--- src/rtl/aftab_csr_access_ctrl_pkg.sv ---
// aftab_csr_access_ctrl_pkg: shared state encoding, operand/op encodings and CSR address map
package aftab_csr_access_ctrl_pkg;
  typedef enum logic [2:0] {
    S_IDLE, S_INT, S_CHECK, S_READ, S_MODIFY, S_WRITE, S_DONE, S_TRAP
  } csr_state_e;
  localparam logic [1:0] OP_PASS = 2'b00;
  localparam logic [1:0] OP_SET  = 2'b01;
  localparam logic [1:0] OP_CLR  = 2'b10;
  localparam logic [2:0] F3_CSRRW  = 3'b001;
  localparam logic [2:0] F3_CSRRS  = 3'b010;
  localparam logic [2:0] F3_CSRRC  = 3'b011;
  localparam logic [2:0] F3_CSRRWI = 3'b101;
  localparam logic [2:0] F3_CSRRSI = 3'b110;
  localparam logic [2:0] F3_CSRRCI = 3'b111;
  localparam logic [11:0] CSR_MSTATUS  = 12'h300;
  localparam logic [11:0] CSR_MEDELEG  = 12'h302;
  localparam logic [11:0] CSR_MIDELEG  = 12'h303;
  localparam logic [11:0] CSR_MIE      = 12'h304;
  localparam logic [11:0] CSR_MTVEC    = 12'h305;
  localparam logic [11:0] CSR_MEPC     = 12'h341;
  localparam logic [11:0] CSR_MCAUSE   = 12'h342;
  localparam logic [11:0] CSR_MTVAL    = 12'h343;
  localparam logic [11:0] CSR_MIP      = 12'h344;
  localparam logic [11:0] CSR_USTATUS  = 12'h000;
  localparam logic [11:0] CSR_UIE      = 12'h004;
  localparam logic [11:0] CSR_UTVEC    = 12'h005;
  localparam logic [11:0] CSR_UEPC     = 12'h041;
  localparam logic [11:0] CSR_UCAUSE   = 12'h042;
  localparam logic [11:0] CSR_UTVAL    = 12'h043;
  localparam logic [11:0] CSR_UIP      = 12'h044;
endpackage

--- src/rtl/aftab_csr_access_ctrl_if.sv ---
// aftab_csr_access_ctrl_if: instruction-path request, interrupt arbitration and CSR bank strobes
// master = main controller / interrupt unit / CSR bank side, slave = access sequencer
interface aftab_csr_access_ctrl_if #(parameter int ADDR_W = 12);
  logic              csrStart;
  logic [2:0]        funct3;
  logic [ADDR_W-1:0] csrAddr;
  logic              rs1Zero;
  logic              rdZero;
  logic              intReq;
  logic              intGnt;
  logic              csrRdEn;
  logic              ldRd;
  logic [1:0]        csrOpSel;
  logic              csrSrcImm;
  logic              csrWrEn;
  logic              csrDone;
  logic              illegalInstr;
  logic              csrBusy;
  modport master (
    output csrStart, funct3, csrAddr, rs1Zero, rdZero, intReq,
    input  intGnt, csrRdEn, ldRd, csrOpSel, csrSrcImm, csrWrEn, csrDone, illegalInstr, csrBusy
  );
  modport slave (
    input  csrStart, funct3, csrAddr, rs1Zero, rdZero, intReq,
    output intGnt, csrRdEn, ldRd, csrOpSel, csrSrcImm, csrWrEn, csrDone, illegalInstr, csrBusy
  );
endinterface

--- src/rtl/aftab_csr_addr_check.sv ---
// aftab_csr_addr_check: combinational CSR address validity
// addr_i: CSR address, valid_o: address implemented; user CSRs only with AFTAB_CSR_USER_MODE_EN
module aftab_csr_addr_check import aftab_csr_access_ctrl_pkg::*; #(
  parameter int ADDR_W = 12
) (
  input  logic [ADDR_W-1:0] addr_i,
  output logic              valid_o
);
  logic valid_m, valid_u;
  always_comb begin
    valid_m = addr_i inside {ADDR_W'(CSR_MSTATUS), ADDR_W'(CSR_MEDELEG), ADDR_W'(CSR_MIDELEG),
                             ADDR_W'(CSR_MIE), ADDR_W'(CSR_MTVEC), ADDR_W'(CSR_MEPC),
                             ADDR_W'(CSR_MCAUSE), ADDR_W'(CSR_MTVAL), ADDR_W'(CSR_MIP)};
`ifdef AFTAB_CSR_USER_MODE_EN
    valid_u = addr_i inside {ADDR_W'(CSR_USTATUS), ADDR_W'(CSR_UIE), ADDR_W'(CSR_UTVEC),
                             ADDR_W'(CSR_UEPC), ADDR_W'(CSR_UCAUSE), ADDR_W'(CSR_UTVAL),
                             ADDR_W'(CSR_UIP)};
`else
    valid_u = 1'b0;
`endif
    valid_o = valid_m || valid_u;
  end
endmodule

--- src/rtl/aftab_csr_access_ctrl.sv ---
// aftab_csr_access_ctrl: sequences Zicsr accesses to the CSR bank and arbitrates it with the interrupt unit
// clk, rst (async, active-low); bus: slave side of aftab_csr_access_ctrl_if
// Optional AFTAB_CSR_USER_MODE_EN (in aftab_csr_addr_check) adds the user CSRs to the legal set.
module aftab_csr_access_ctrl import aftab_csr_access_ctrl_pkg::*; #(
  parameter int ADDR_W = 12
) (
  input logic                   clk,
  input logic                   rst,
  aftab_csr_access_ctrl_if.slave bus
);
  csr_state_e        state_q, state_d;
  logic [2:0]        f3_q;
  logic [ADDR_W-1:0] addr_q;
  logic              rs1_zero_q, rd_zero_q;
  logic              int_gnt_q, rd_en_q, ld_rd_q, imm_q, wr_en_q, done_q, ill_q, busy_q;
  logic [1:0]        op_q;
  logic              addr_ok, legal, rw, mod_wr;
  aftab_csr_addr_check #(.ADDR_W(ADDR_W)) u_addr_check (.addr_i(addr_q), .valid_o(addr_ok));
  always_comb begin
    legal   = addr_ok && f3_q[1:0] != 2'b00;
    rw      = f3_q[1:0] == F3_CSRRW[1:0];
    state_d = state_q == S_IDLE   ? (bus.intReq ? S_INT : bus.csrStart ? S_CHECK : S_IDLE)
            : state_q == S_INT    ? (bus.intReq ? S_INT : S_IDLE)
            : state_q == S_CHECK  ? (legal ? S_READ : S_TRAP)
            : state_q == S_READ   ? S_MODIFY
            : state_q == S_MODIFY ? S_WRITE
            : state_q == S_WRITE  ? S_DONE
            : S_IDLE;
    mod_wr  = state_d inside {S_MODIFY, S_WRITE};
  end
  // outputs are registered from the next state so each strobe lines up with its phase
  always_ff @(posedge clk or negedge rst) begin
    if (!rst) begin
      state_q    <= S_IDLE;
      f3_q       <= '0;
      addr_q     <= '0;
      rs1_zero_q <= 1'b0;
      rd_zero_q  <= 1'b0;
      int_gnt_q  <= 1'b0;
      rd_en_q    <= 1'b0;
      ld_rd_q    <= 1'b0;
      op_q       <= OP_PASS;
      imm_q      <= 1'b0;
      wr_en_q    <= 1'b0;
      done_q     <= 1'b0;
      ill_q      <= 1'b0;
      busy_q     <= 1'b0;
    end else begin
      state_q <= state_d;
      if (state_q == S_IDLE && !bus.intReq && bus.csrStart) begin
        f3_q       <= bus.funct3;
        addr_q     <= bus.csrAddr;
        rs1_zero_q <= bus.rs1Zero;
        rd_zero_q  <= bus.rdZero;
      end
      int_gnt_q <= state_d == S_INT;
      busy_q    <= state_d != S_IDLE;
      rd_en_q   <= state_d == S_READ && !(rw && rd_zero_q);
      ld_rd_q   <= state_d == S_MODIFY && !rd_zero_q;
      op_q      <= mod_wr ? f3_q[1:0] - 2'd1 : OP_PASS;
      imm_q     <= mod_wr && f3_q[2];
      wr_en_q   <= state_d == S_WRITE && (rw || !rs1_zero_q);
      done_q    <= state_d == S_DONE;
      ill_q     <= state_d == S_TRAP;
    end
  end
  assign bus.intGnt       = int_gnt_q;
  assign bus.csrRdEn      = rd_en_q;
  assign bus.ldRd         = ld_rd_q;
  assign bus.csrOpSel     = op_q;
  assign bus.csrSrcImm    = imm_q;
  assign bus.csrWrEn      = wr_en_q;
  assign bus.csrDone      = done_q;
  assign bus.illegalInstr = ill_q;
  assign bus.csrBusy      = busy_q;
endmodule
--- src/flat_wrapper.sv ---
// flat-port wrapper written by rule: the top's interface ports become plain ports
module aftab_csr_access_ctrl_flat import aftab_csr_access_ctrl_pkg::*;
#(
  parameter int ADDR_W = 12
)
  (clk, rst, bus_csrStart, bus_funct3, bus_csrAddr, bus_rs1Zero, bus_rdZero, bus_intReq, bus_intGnt, bus_csrRdEn, bus_ldRd, bus_csrOpSel, bus_csrSrcImm, bus_csrWrEn, bus_csrDone, bus_illegalInstr, bus_csrBusy);
  aftab_csr_access_ctrl_if #(.ADDR_W(ADDR_W)) bus_i ();
  input logic clk;
  input logic rst;
  input wire logic [$bits(bus_i.csrStart)-1:0] bus_csrStart;
  input wire logic [$bits(bus_i.funct3)-1:0] bus_funct3;
  input wire logic [$bits(bus_i.csrAddr)-1:0] bus_csrAddr;
  input wire logic [$bits(bus_i.rs1Zero)-1:0] bus_rs1Zero;
  input wire logic [$bits(bus_i.rdZero)-1:0] bus_rdZero;
  input wire logic [$bits(bus_i.intReq)-1:0] bus_intReq;
  output wire logic [$bits(bus_i.intGnt)-1:0] bus_intGnt;
  output wire logic [$bits(bus_i.csrRdEn)-1:0] bus_csrRdEn;
  output wire logic [$bits(bus_i.ldRd)-1:0] bus_ldRd;
  output wire logic [$bits(bus_i.csrOpSel)-1:0] bus_csrOpSel;
  output wire logic [$bits(bus_i.csrSrcImm)-1:0] bus_csrSrcImm;
  output wire logic [$bits(bus_i.csrWrEn)-1:0] bus_csrWrEn;
  output wire logic [$bits(bus_i.csrDone)-1:0] bus_csrDone;
  output wire logic [$bits(bus_i.illegalInstr)-1:0] bus_illegalInstr;
  output wire logic [$bits(bus_i.csrBusy)-1:0] bus_csrBusy;
  assign bus_i.csrStart = bus_csrStart;
  assign bus_i.funct3 = bus_funct3;
  assign bus_i.csrAddr = bus_csrAddr;
  assign bus_i.rs1Zero = bus_rs1Zero;
  assign bus_i.rdZero = bus_rdZero;
  assign bus_i.intReq = bus_intReq;
  assign bus_intGnt = bus_i.intGnt;
  assign bus_csrRdEn = bus_i.csrRdEn;
  assign bus_ldRd = bus_i.ldRd;
  assign bus_csrOpSel = bus_i.csrOpSel;
  assign bus_csrSrcImm = bus_i.csrSrcImm;
  assign bus_csrWrEn = bus_i.csrWrEn;
  assign bus_csrDone = bus_i.csrDone;
  assign bus_illegalInstr = bus_i.illegalInstr;
  assign bus_csrBusy = bus_i.csrBusy;
  aftab_csr_access_ctrl #(.ADDR_W(ADDR_W)) u_core (.clk(clk), .rst(rst), .bus(bus_i));
endmodule
--- config.mk ---
export PLATFORM = sky130hd
export DESIGN_NAME = aftab_csr_access_ctrl_flat
export DESIGN_NICKNAME = d
export VERILOG_FILES = /design/src/rtl/aftab_csr_access_ctrl_pkg.sv /design/src/rtl/aftab_csr_access_ctrl_if.sv /design/src/rtl/aftab_csr_addr_check.sv /design/src/rtl/aftab_csr_access_ctrl.sv /design/src/flat_wrapper.sv
export SDC_FILE = /design/constraint.sdc
export NUM_CORES = 1
export LEC_CHECK = 0
export CELL_PAD_IN_SITES_DETAIL_PLACEMENT = 0
export CELL_PAD_IN_SITES_GLOBAL_PLACEMENT = 1
export CORE_MARGIN = 2
export CORE_UTILIZATION = 40
export DETAILED_ROUTE_END_ITERATION = 10
export PLACE_DENSITY = 0.83
export REMOVE_ABC_BUFFERS = 1
export SYNTH_ARGS = -nofsm -noshare
export SYNTH_HDL_FRONTEND = slang
export SYNTH_SLANG_ARGS = --single-unit
--- constraint.sdc ---
create_clock -name clk -period 2.7 [get_ports clk]
set_input_delay 0.675 -clock clk [delete_from_list [all_inputs] [get_ports clk]]
set_output_delay 0.675 -clock clk [all_outputs]
set_load 0.01 [all_outputs]
# ---- Word level (Yosys, flattened, before mapping)
# Index checks and enable logic that the tools add are counted.
dict set report word_totals {
  ff_bits 30
  latchBits 0
  out_inout_bits 10
  wordCells 65
  romBits 0
  ram_bits 0
  n_memories 0
}
dict set report classes {
  mux 11
  bitwise 0
  n_addsub 1
  n_lt_le_gt_ge 0
  n_mul 0
  n_shift 0
  n_eq_ne 21
  div 0
  reduce_logical 18
}
# cell count
set op_table {}
lappend op_table {{12-bit by 10-bit equality test with 1-bit output, second input constant} 9}
lappend op_table {{3-bit 2-to-1 mux} 8}
lappend op_table {{3-bit equality test, second input constant} 6}
lappend op_table {{3-bit by 2-bit equality test with 1-bit output, second input constant} 3}
lappend op_table {{9-bit nonzero test} 1}
lappend op_table {{1-bit logical AND} 8}
lappend op_table {{3-bit by 1-bit equality test with 1-bit output, second input constant} 2}
lappend op_table {{1-bit logical NOT} 4}
lappend op_table {{2-bit 2-to-1 mux} 2}
lappend op_table {{2-bit nonzero test} 2}
lappend op_table {{3-bit logical NOT} 1}
lappend op_table {{3-bit nonzero test} 1}
lappend op_table {{2-bit by 1-bit equality test with 1-bit output, second input constant} 1}
lappend op_table {{2-bit by 1-bit subtractor with 2-bit output, second input constant} 1}
lappend op_table {{1-bit logical OR} 1}
lappend op_table {{1-bit 2-to-1 mux} 1}

# ---- Depth between registers and ports, before layout
# Gate-level depths: netlist of run 1.
dict set report logic_depth {
  depth_word 10
  depth_mapped 6
  ltp_nobuf 6
}

# ---- Modules after synthesis
# Synthesis of run 1 repeated with hierarchy kept, for this count alone.
dict set report unflattened {
  cells_unflattened 92
  area_unflattened_um2 1296.2
}
# module cells_each area_each_um2 seq_area_each_um2 n_inst
set modules_own_cells {}
lappend modules_own_cells {aftab_csr_access_ctrl 85 1233.7 750.7 1}
lappend modules_own_cells {aftab_csr_addr_check 7 62.6 0.0 1}

# ---- Least setup slack after synthesis of run 1
# OpenSTA, ideal clock, no wires.
dict set report synth_path {
  path_kind {input port to flip-flop}
  startpoint {in bus_csrStart}
  endpoint {reg u_core.addr_q[0]}
  arrival_time_ps 1501
  slack_ps 1074
  cell_stages 4
  n_path_buf 1
  setup_time_ps 125
  path_cell_list {nor2b_1 and3b_1 buf_2 mux2_2}
}
dict set report synth_via {
  elab_chain_cells 1
}
# element line
set synth_lines {}
lappend synth_lines {{from (decl)} flat_wrapper.sv:10} ;# input wire logic [$bits(bus_i.csrStart)-1:0] bus_csrStart;
lappend synth_lines {{1-bit logical AND} aftab_csr_access_ctrl.sv:50} ;# if (state_q == S_IDLE && !bus.intReq && bus.csrStart) begin
lappend synth_lines {{to (signal assigned)} aftab_csr_access_ctrl.sv:52} ;# addr_q <= bus.csrAddr;
lappend synth_lines {{to (decl)} aftab_csr_access_ctrl.sv:13} ;# logic [ADDR_W-1:0] addr_q;
# Every way passes these cells.
# A chain may end at the register's enable or synchronous reset.

# ---- Final worst setup path of run 1
dict set report layout_path {
  startpoint {reg u_core.imm_q (netlist: u_core.bus.csrSrcImm)}
  endpoint {out bus_csrSrcImm}
}
# element line
set layout_lines {}
lappend layout_lines {{from (decl)} aftab_csr_access_ctrl.sv:15} ;# logic int_gnt_q, rd_en_q, ld_rd_q, imm_q, wr_en_q, done_q, ill_q, busy_q;
lappend layout_lines {{from (signal assigned)} aftab_csr_access_ctrl.sv:61} ;# imm_q <= mod_wr && f3_q[2];
lappend layout_lines {{to (decl)} flat_wrapper.sv:20} ;# output wire logic [$bits(bus_i.csrSrcImm)-1:0] bus_csrSrcImm;
# No word-level cell between the ends.

==> metrics.cfg, run 1 <==
[outcome]
outcome = complete, no violations

[clock_tree]
cts_made_buffers = 5
hold_buffers = 0
clock_sinks = 30
root_buffer = clkbuf_4
clockBufferDepth = 2
clock_latency_ps = 330
post_cts_buffers = 0
cts_tree = built
cts.repair.resized = 0
h-tree-depth = 2
clk_pin_slew_worst_paths_ps = 90

[timing]
setup_viol = 0
timing.final.crit_period_ps = 1880
tns_ps = 0
final-hold-violation-count = 0
fin_ws_ps = 822
clock_skew_ps = 9.95
rsz0062_at_grt = false
slew_violations = 0
fmax_ghz = 0.533
timing.slew.headroom = 0.755
period_share = 0.696
worst_pin_slew_ps = 368

[global_routing]
grt_use_total = 0.142
gr-total-overflow = 0
grt_max_degree = 31
grt_pass1_vias = 808
antenna_found_initial = 0
grt_first_pass_wirelength_um = 3500

[floorplanning]
die_area_um2 = 3490
io_pins = 31
core_um2 = 2830
rows = 19
die_y_um = 59.1
die_w_um = 59.1
initial_utilization = 0.429

[worst_setup_path]
cp_max_fo = 1
crit_cells = 1
worst-path-buf-inv = 1
crit_chain = clkdlybuf4s50_1
reg2reg_depth = 6
crit_arrival_ps = 1200
endpoint_kind = output port
cpMaxStageDelayCell = clkdlybuf4s50_1
start_kind = flop
path_class = reg2out
crit_family = buffers and inverters
cp_slowest_stage_delay_ps = 530
required_ps = 2030

[drt]
drc = 0
antenna_left = 0
dr_total_vias = 811
routed_wl_um = 2090
avgRoutedWirePerCell_um = 13.0
drt-vias-per-instance = 5.04
drt-initial-drc-count = 8
drt_pass1_iterations = 2

[synth]
synth_area_leader_cell = dfrtp_1
yosys.area.top_type_share = 0.618
synth.avg_cell_area_um2 = 12.9
ys_ff_latch = 30
ys_seq_area_frac = 0.618
synth_cell_type_count = 25
synthTopCellsByArea = dfrtp_1 62%, mux2_2 11%, nor2b_1 2.6%
synth_area_um2 = 1210
synth_edf_count = 0
netlist_instances = 94
ys.flop_type = dfrtp_1
yosysWarnings = 0
async_reset_ff_frac = 1.00

[power]
leakagePower_nw = 0.710
ir_worst_vdd_uv = 479
p_per_area_nw_per_um2 = 1000

[cells_and_area]
final_cell_mix = 30 x clkdlybuf4s50_1, 30 x dfrtp_1, 12 x mux2_2
n_antenna_cell = 0
syn_to_final_growth_pct = 32.4
final_nets = 152
drive_gt1_frac = 0.177

[placement]
place_hpwl_um = 1580
dpl_worst_slack_ps = 515
gp_congestion = 0.819
portBuffers = 30

[worst_hold_path]
hold_depth = 1
hp-class = reg2reg

[job]
drv_cap = 0

stage by stage:
stage	hold WS (ps)	utilization	total power, mW	cells	area, µm²
2_1_floorplan	379	-	1.12	90	1190
3_3_place_gp	446	0.548	1.33	153	1550
3_5_place_dp	457	0.548	1.36	153	1550
4_1_cts	467	0.569	1.64	161	1610
5_1_grt	486	0.569	1.73	161	1610
6_report	466	0.569	1.61	161	1610
per-layer routing:
metal / share of wire / GRT usage / wire (µm)
met3: 0.066 / 0.0677 / 139
met5: 0 / 0 / 0
met1: 0.41 / 0.156 / 856
met4: 0.030 / 0.0877 / 62
met2: 0.49 / 0.222 / 1030
final timing paths:
kind | startpoint | end | slack (ps)
worst max-delay path | u_core.bus.csrSrcImm | bus_csrSrcImm | 820
worst min-delay path | u_core.f3_q[0] | u_core.bus.csrOpSel[0] | 470
worst max register to register | u_core.f3_q[0] | u_core.bus.csrBusy | 980
worst min register to register | u_core.f3_q[0] | u_core.bus.csrOpSel[0] | 470
max in group asynchronous | rst | u_core.bus.csrOpSel[1] | 1710
min in group asynchronous | rst | u_core.f3_q[0] | 720
final cells by class:
type / instances / area [µm²]
Tap cell: 31 / 38.8
Timing Repair Buffer: 32 / 315
Inverter: 4 / 15.0
Sequential cell: 30 / 751
Multi-Input combinational cell: 56 / 429
Clock inverter: 1 / 5.00
Fill cell: 254 / 1220
Clock buffer: 7 / 55.1
kinds of logic (layout without fill, tap and decap cells):
group / count (synthesis) / in the layout / synth area share
and+or+nand+nor: 31 / 31 / 0.153
DFF: 30 / 30 / 0.618
muxes: 14 / 14 / 0.130
buffers and inverters: 8 / 44 / 0.0288
AOI/OAI and AO/OA: 7 / 7 / 0.0350
adders and majority gates: 2 / 2 / 0.0206
xor gates and xnor gates: 2 / 2 / 0.0144
cells in the mapped netlist, drive strengths merged, types with 2 or more instances:
library cell and n:
mux2 14, o21ai 5, buf 4, ha 2, nand2 7, inv 4
nor3 2, dfrtp 30, o31a 2, nand3 3, nor2 4, and3b 2
nor2b 5
report_power, final:
group / internal (mW) / total (mW) / switching (mW)
logic: 0.323 / 0.554 / 0.231
clock network: 0.126 / 0.273 / 0.147
registers: 0.648 / 0.787 / 0.138
total: 1.10 / 1.61 / 0.517
state kept, by name (all words and copies together) (netlist names):
signal / count
u_core.rs1_zero_q: 1
u_core.f3_q: 3
u_core.rd_zero_q: 1
u_core.addr_q: 12
u_core.bus.csrBusy: 1
u_core.bus.ldRd: 1
u_core.state_q: 3
u_core.bus.intGnt: 1
u_core.bus.csrWrEn: 1
u_core.bus.csrSrcImm: 1
u_core.bus.csrOpSel: 2
u_core.bus.csrDone: 1
u_core.bus.csrRdEn: 1
u_core.bus.illegalInstr: 1
No activity file was read; power rests on OpenSTA's default activity.
==> run 2, diff against run 1 <==
--- a/config.mk
+++ b/config.mk
@@ -8,9 +8,9 @@
 export CELL_PAD_IN_SITES_DETAIL_PLACEMENT = 0
 export CELL_PAD_IN_SITES_GLOBAL_PLACEMENT = 1
 export CORE_MARGIN = 2
-export CORE_UTILIZATION = 40
+export CORE_UTILIZATION = 34
 export DETAILED_ROUTE_END_ITERATION = 10
-export PLACE_DENSITY = 0.83
+export PLACE_DENSITY = 0.75
 export REMOVE_ABC_BUFFERS = 1
 export SYNTH_ARGS = -nofsm -noshare
 export SYNTH_HDL_FRONTEND = slang
==> constraint.sdc (replaced) <==
create_clock -name clk -period 1.65 [get_ports clk]
set_input_delay 0.4125 -clock clk [delete_from_list [all_inputs] [get_ports clk]]
set_output_delay 0.4125 -clock clk [all_outputs]
set_load 0.01 [all_outputs]
==> metrics.cfg, run 2 (synthesis gave the netlist of run 1 again) <==
[timing]
timing.final.crit_period_ps = 1610
worst_pin_slew_ps = 365  ; was 368 ps
fmax_ghz = 0.621
period_share = 0.976
slew_violations = 0  ; unchanged
clock_skew_ps = 16.5  ; was 9.95 ps
setup_viol = 0  ; unchanged
final-hold-violation-count = 0  ; unchanged
timing.slew.headroom = 0.757  ; was 0.755

[worst_setup_path]
crit_family = buffers and inverters  ; unchanged
cp_slowest_stage_delay_ps = 530  ; about the same
cp_max_fo = 1  ; unchanged
cpMaxStageDelayCell = clkdlybuf4s50_1  ; unchanged
endpoint_kind = output port  ; unchanged
worst-path-buf-inv = 1  ; unchanged
start_kind = flop  ; unchanged
path_class = reg2out  ; unchanged
required_ps = 1240  ; was 2030 ps
crit_arrival_ps = 1200  ; about the same
crit_chain = clkdlybuf4s50_1  ; unchanged

[cells_and_area]
regMostFlops = u_core.addr_q  ; unchanged
fin_util = 0.509  ; was 0.569
mostFrequentLayoutCell = dfrtp_1
final_cell_mix = 30 x dfrtp_1, 25 x clkdlybuf4s50_1, 12 x mux2_2  ; was 30 x clkdlybuf4s50_1, 30 x dfrtp_1, 12 x mux2_2
n_antenna_cell = 0  ; unchanged
final_nets = 159  ; was 152
syn_to_final_growth_pct = 42.1  ; was 32.4%
largest_register_ffs = 12  ; unchanged
drive_gt1_frac = 0.241  ; was 0.177
reg_top3 = u_core.addr_q (12), u_core.f3_q (3), u_core.state_q (3)  ; unchanged

[drt]
avgRoutedWirePerCell_um = 12.5  ; was 13.0 µm
antenna_left = 0  ; unchanged
routed_wl_um = 2290  ; was 2090 µm
drt-initial-drc-count = 23  ; was 8
drt_pass1_iterations = 2  ; unchanged
drt-vias-per-instance = 4.64  ; was 5.04
drc = 0  ; unchanged
dr_total_vias = 849  ; was 811

[power]
leakagePower_nw = 0.828  ; was 0.710 nW
power.total_mw = 2.85  ; was 1.61 mW
ir_worst_vdd_uv = 659  ; was 479 µV
p_per_area_nw_per_um2 = 1650  ; was 1000 nW/µm²

[clock_tree]
clock_latency_ps = 340  ; was 330 ps
clockBufferDepth = 2  ; unchanged
clock_sinks = 30  ; unchanged
clk_pin_slew_worst_paths_ps = 100  ; was 90 ps
post_cts_buffers = 0  ; unchanged
h-tree-depth = 2  ; unchanged
root_buffer = clkbuf_4  ; unchanged
cts_made_buffers = 5  ; unchanged
cts_tree = built  ; unchanged

[floorplanning]
core_um2 = 3390  ; was 2830 µm²
initial_utilization = 0.358  ; was 0.429
rows = 21  ; was 19
die_w_um = 63.8  ; was 59.1 µm
die_area_um2 = 4070  ; was 3490 µm²
io_pins = 31  ; unchanged
die_y_um = 63.8  ; was 59.1 µm

[placement]
gp_congestion = 0.696  ; was 0.819
portBuffers = 30  ; unchanged
place_hpwl_um = 1670  ; was 1580 µm

[global_routing]
grt_max_degree = 31  ; unchanged
gr-total-overflow = 0  ; unchanged
antenna_found_initial = 0  ; unchanged
grt_pass1_vias = 875  ; was 808
grt_first_pass_wirelength_um = 3840  ; was 3500 µm
grt_use_total = 0.130  ; was 0.142

[worst_hold_path]
hp-class = in2async  ; was reg2reg

[outcome]
outcome = complete, no violations  ; unchanged

[job]
drv_cap = 0  ; unchanged

-- run 2: final cells by class --
class | instances | area, µm²
Tap cell | 46 | 57.6
Timing Repair Buffer | 39 | 393
Multi-Input combinational cell | 56 | 447
Clock buffer | 6 | 51.3
Fill cell | 293 | 1660
Sequential cell | 30 | 751
Clock inverter | 2 | 12.5
Inverter | 4 | 15.0
-- run 2: repair_timing --
action / 4_1_cts / 5_1_grt
hold buffers: 0 / 0
cloned: 0 / 0
endpoints found under the hold margin: 0 / 0
endpoints found under the setup margin: 2 / 7
gates resized for setup: 1 / 7
-- run 2: stage by stage --
step / worst slack [ps] / cell area, µm² / cells / setup TNS [ps] / hold WS, ps
after floorplan: 44.2 / 1190 / 90 / 0 / 117
after global placement: -187 / 1630 / 175 / -2910 / 446
after detailed placement: -233 / 1630 / 175 / -3610 / 459
after CTS: 16.9 / 1700 / 183 / 0 / 459
after global routing: -14.7 / 1730 / 183 / -21.6 / 461
final: 40.2 / 1730 / 183 / 0 / 439
-- run 2: worst reg2reg max path: stages (launching register included) --
cell and delay (ps):
dfrtp_1 360, inv_1 60, ha_2 200, nor4_4 140, nand3_1 100, o31a_1 280, or3_1 310
-- run 2: per-layer routing --
metal | vias to the layer above | share of wire | global-route usage
li1 | 407 | - | -
met1 | 408 | 0.40 | 0.141
met2 | 25 | 0.51 | 0.211
met3 | 9 | 0.055 | 0.0370
met4 | 0 | 0.034 | 0.106
met5 | - | 0 | 0
-- run 2: report_power, final --
| part | switching (mW) | internal [mW] |
|---|---|---|
| Sequential | 0.243 | 1.06 |
| Combinational | 0.424 | 0.660 |
| Clock | 0.261 | 0.204 |
| Total | 0.928 | 1.92 |
-- run 2: path summary, 6_finish.rpt --
path	start	endpoint	slack [ps]	depth (start not counted)
max	u_core.bus.csrBusy	bus_csrBusy	40	1
min	rst	u_core.bus.csrOpSel[1]	440	2
max reg2reg	u_core.f3_q[0]	u_core.bus.csrBusy	70	6
min reg2reg	u_core.rd_zero_q	u_core.bus.ldRd	490	1
max in group asynchronous	rst	u_core.bus.csrRdEn	930	2
min in group clk	u_core.rd_zero_q	u_core.bus.ldRd	490	1
==> run 3, diff against run 2 <==
==> constraint.sdc (replaced) <==
create_clock -name clk -period 1.65 [get_ports clk]
set_input_delay 0.4125 -clock clk [delete_from_list [all_inputs] [get_ports clk]]
set_output_delay 0.4125 -clock clk [all_outputs]
set_load 0.005 [all_outputs]
==> metrics.cfg, run 3 (synthesis gave the netlist of run 1 again) <==
[outcome]
outcome = complete, no violations  ; unchanged

[drt]
drc = 0  ; unchanged
avgRoutedWirePerCell_um = 12.3  ; was 12.5 µm
drt_pass1_iterations = 2  ; unchanged
drt-initial-drc-count = 31  ; was 23
routed_wl_um = 2260  ; was 2290 µm
dr_total_vias = 847  ; was 849
antenna_left = 0  ; unchanged
drt-vias-per-instance = 4.63  ; was 4.64

[timing]
period_share = 0.960  ; was 0.976
worst_pin_slew_ps = 365  ; about the same
tns_ps = 0  ; unchanged
timing.slew.headroom = 0.757  ; about the same
timing.final.crit_period_ps = 1580  ; was 1610 ps
setup_viol = 0  ; unchanged
final-hold-violation-count = 0  ; unchanged
fmax_ghz = 0.631  ; was 0.621 GHz
slew_violations = 0  ; unchanged
clock_skew_ps = 16.5  ; about the same

[global_routing]
grt_use_total = 0.130  ; unchanged
grt_first_pass_wirelength_um = 3840  ; unchanged
grt_max_degree = 31  ; unchanged
antenna_found_initial = 0  ; unchanged
grt_pass1_vias = 875  ; unchanged
gr-total-overflow = 0  ; unchanged

[placement]
gp_congestion = 0.696  ; unchanged
place_hpwl_um = 1670  ; unchanged
postPlaceCellArea_um2 = 1630  ; unchanged
portBuffers = 30  ; unchanged

[power]
leakagePower_nw = 0.747  ; was 0.828 nW
ir_worst_vdd_uv = 658  ; was 659 µV
p_per_area_nw_per_um2 = 1650  ; about the same

[clock_tree]
cts_made_buffers = 5  ; unchanged
clock_sinks = 30  ; unchanged
clk_pin_slew_worst_paths_ps = 100  ; about the same
cts_tree = built  ; unchanged
clockBufferDepth = 2  ; unchanged
hold_buffers = 0  ; unchanged
root_buffer = clkbuf_4  ; unchanged
post_cts_buffers = 0  ; unchanged
h-tree-depth = 2  ; unchanged
clock_latency_ps = 340  ; about the same

[cells_and_area]
finalInstanceArea_um2 = 1710  ; was 1730 µm²
largest_register_ffs = 12  ; unchanged
reg_top3 = u_core.addr_q (12), u_core.f3_q (3), u_core.state_q (3)  ; unchanged
drive_gt1_frac = 0.241  ; unchanged
fillers = 294  ; was 293
n_antenna_cell = 0  ; unchanged
final_cell_mix = 30 x clkdlybuf4s50_1, 30 x dfrtp_1, 12 x mux2_2  ; was 30 x dfrtp_1, 25 x clkdlybuf4s50_1, 12 x mux2_2
syn_to_final_growth_pct = 41.1  ; was 42.1%
regMostFlops = u_core.addr_q  ; unchanged
fin_util = 0.506  ; was 0.509
final_nets = 159  ; unchanged

[worst_setup_path]
endpoint_kind = output port  ; unchanged
crit_family = buffers and inverters  ; unchanged
crit_arrival_ps = 1170  ; was 1200 ps
cp_slowest_stage_delay_ps = 490  ; was 530 ps
cp_max_fo = 1  ; unchanged
start_kind = flop  ; unchanged
required_ps = 1240  ; about the same
path_class = reg2out  ; unchanged
cpMaxStageDelayCell = clkdlybuf4s50_1  ; unchanged
worst-path-buf-inv = 1  ; unchanged
crit_chain = clkdlybuf4s50_1  ; unchanged

[floorplanning]
core_um2 = 3390  ; unchanged
io_pins = 31  ; unchanged
die_w_um = 63.8  ; unchanged
rows = 21  ; unchanged
die_y_um = 63.8  ; unchanged
initial_utilization = 0.358  ; unchanged
die_area_um2 = 4070  ; unchanged

[worst_hold_path]
hp-class = in2async  ; unchanged

[job]
drv_cap = 0  ; unchanged

==> run 3: cell count changes in the layout (fill, tap and decap cells not counted), sizes merged <==
cell	change
dlymetal6s2s	-5
clkdlybuf4s50	+5
==> run 3: final cells by class <==
cell class / count / area [µm²] / share of cell area
clock inverter: 2 / 12.5 / 0.00730
timing repair buffer: 39 / 380 / 0.222
clock buffer: 6 / 51.3 / 0.0299
sequential: 30 / 751 / 0.438
inverter: 4 / 15.0 / 0.00876
multi-input combinational: 56 / 447 / 0.261
tap: 46 / 57.6 / 0.0336
==> run 3: power breakdown <==
part	total (mW)	internal (mW)	switching [mW]
clock network	0.466	0.204	0.261
registers	1.30	1.06	0.243
logic	1.06	0.668	0.391
==> run 3: path summary, 6_finish.rpt <==
path / end / slack, ps / start / cells after the start
worst max-delay path: bus_csrSrcImm / 70 / u_core.bus.csrSrcImm / 1
worst min-delay path: u_core.bus.csrOpSel[1] / 440 / rst / 2
worst max register to register: u_core.bus.csrBusy / 70 / u_core.f3_q[0] / 6
worst min register to register: u_core.bus.ldRd / 490 / u_core.rd_zero_q / 1
max in group asynchronous: u_core.bus.csrRdEn / 930 / rst / 2
min in group clk: u_core.bus.ldRd / 490 / u_core.rd_zero_q / 1
==> run 3: repair_timing <==
action | CTS | global route
setup endpoints to repair | 2 | 2
gates cloned | 0 | 0
resized for setup | 1 | 2
==> run 3: stage by stage <==
stage	setup WS (ps)	power, mW	std cells	hold WS [ps]
final	65.2	2.83	183	439
after detailed placement	-233	2.34	175	459
after floorplan	44.2	1.80	90	117
after global placement	-187	2.29	175	446
after CTS	37.3	2.83	183	459
after global routing	-14.7	3.06	183	461
==> run 3: layer usage <==
metal | GRT usage | up-vias | share of wire
met5 | 0 | - | 0
met4 | 0.106 | 0 | 0.034
met3 | 0.0370 | 9 | 0.052
met2 | 0.211 | 25 | 0.51
met1 | 0.141 | 406 | 0.41
li1 | - | 407 | -
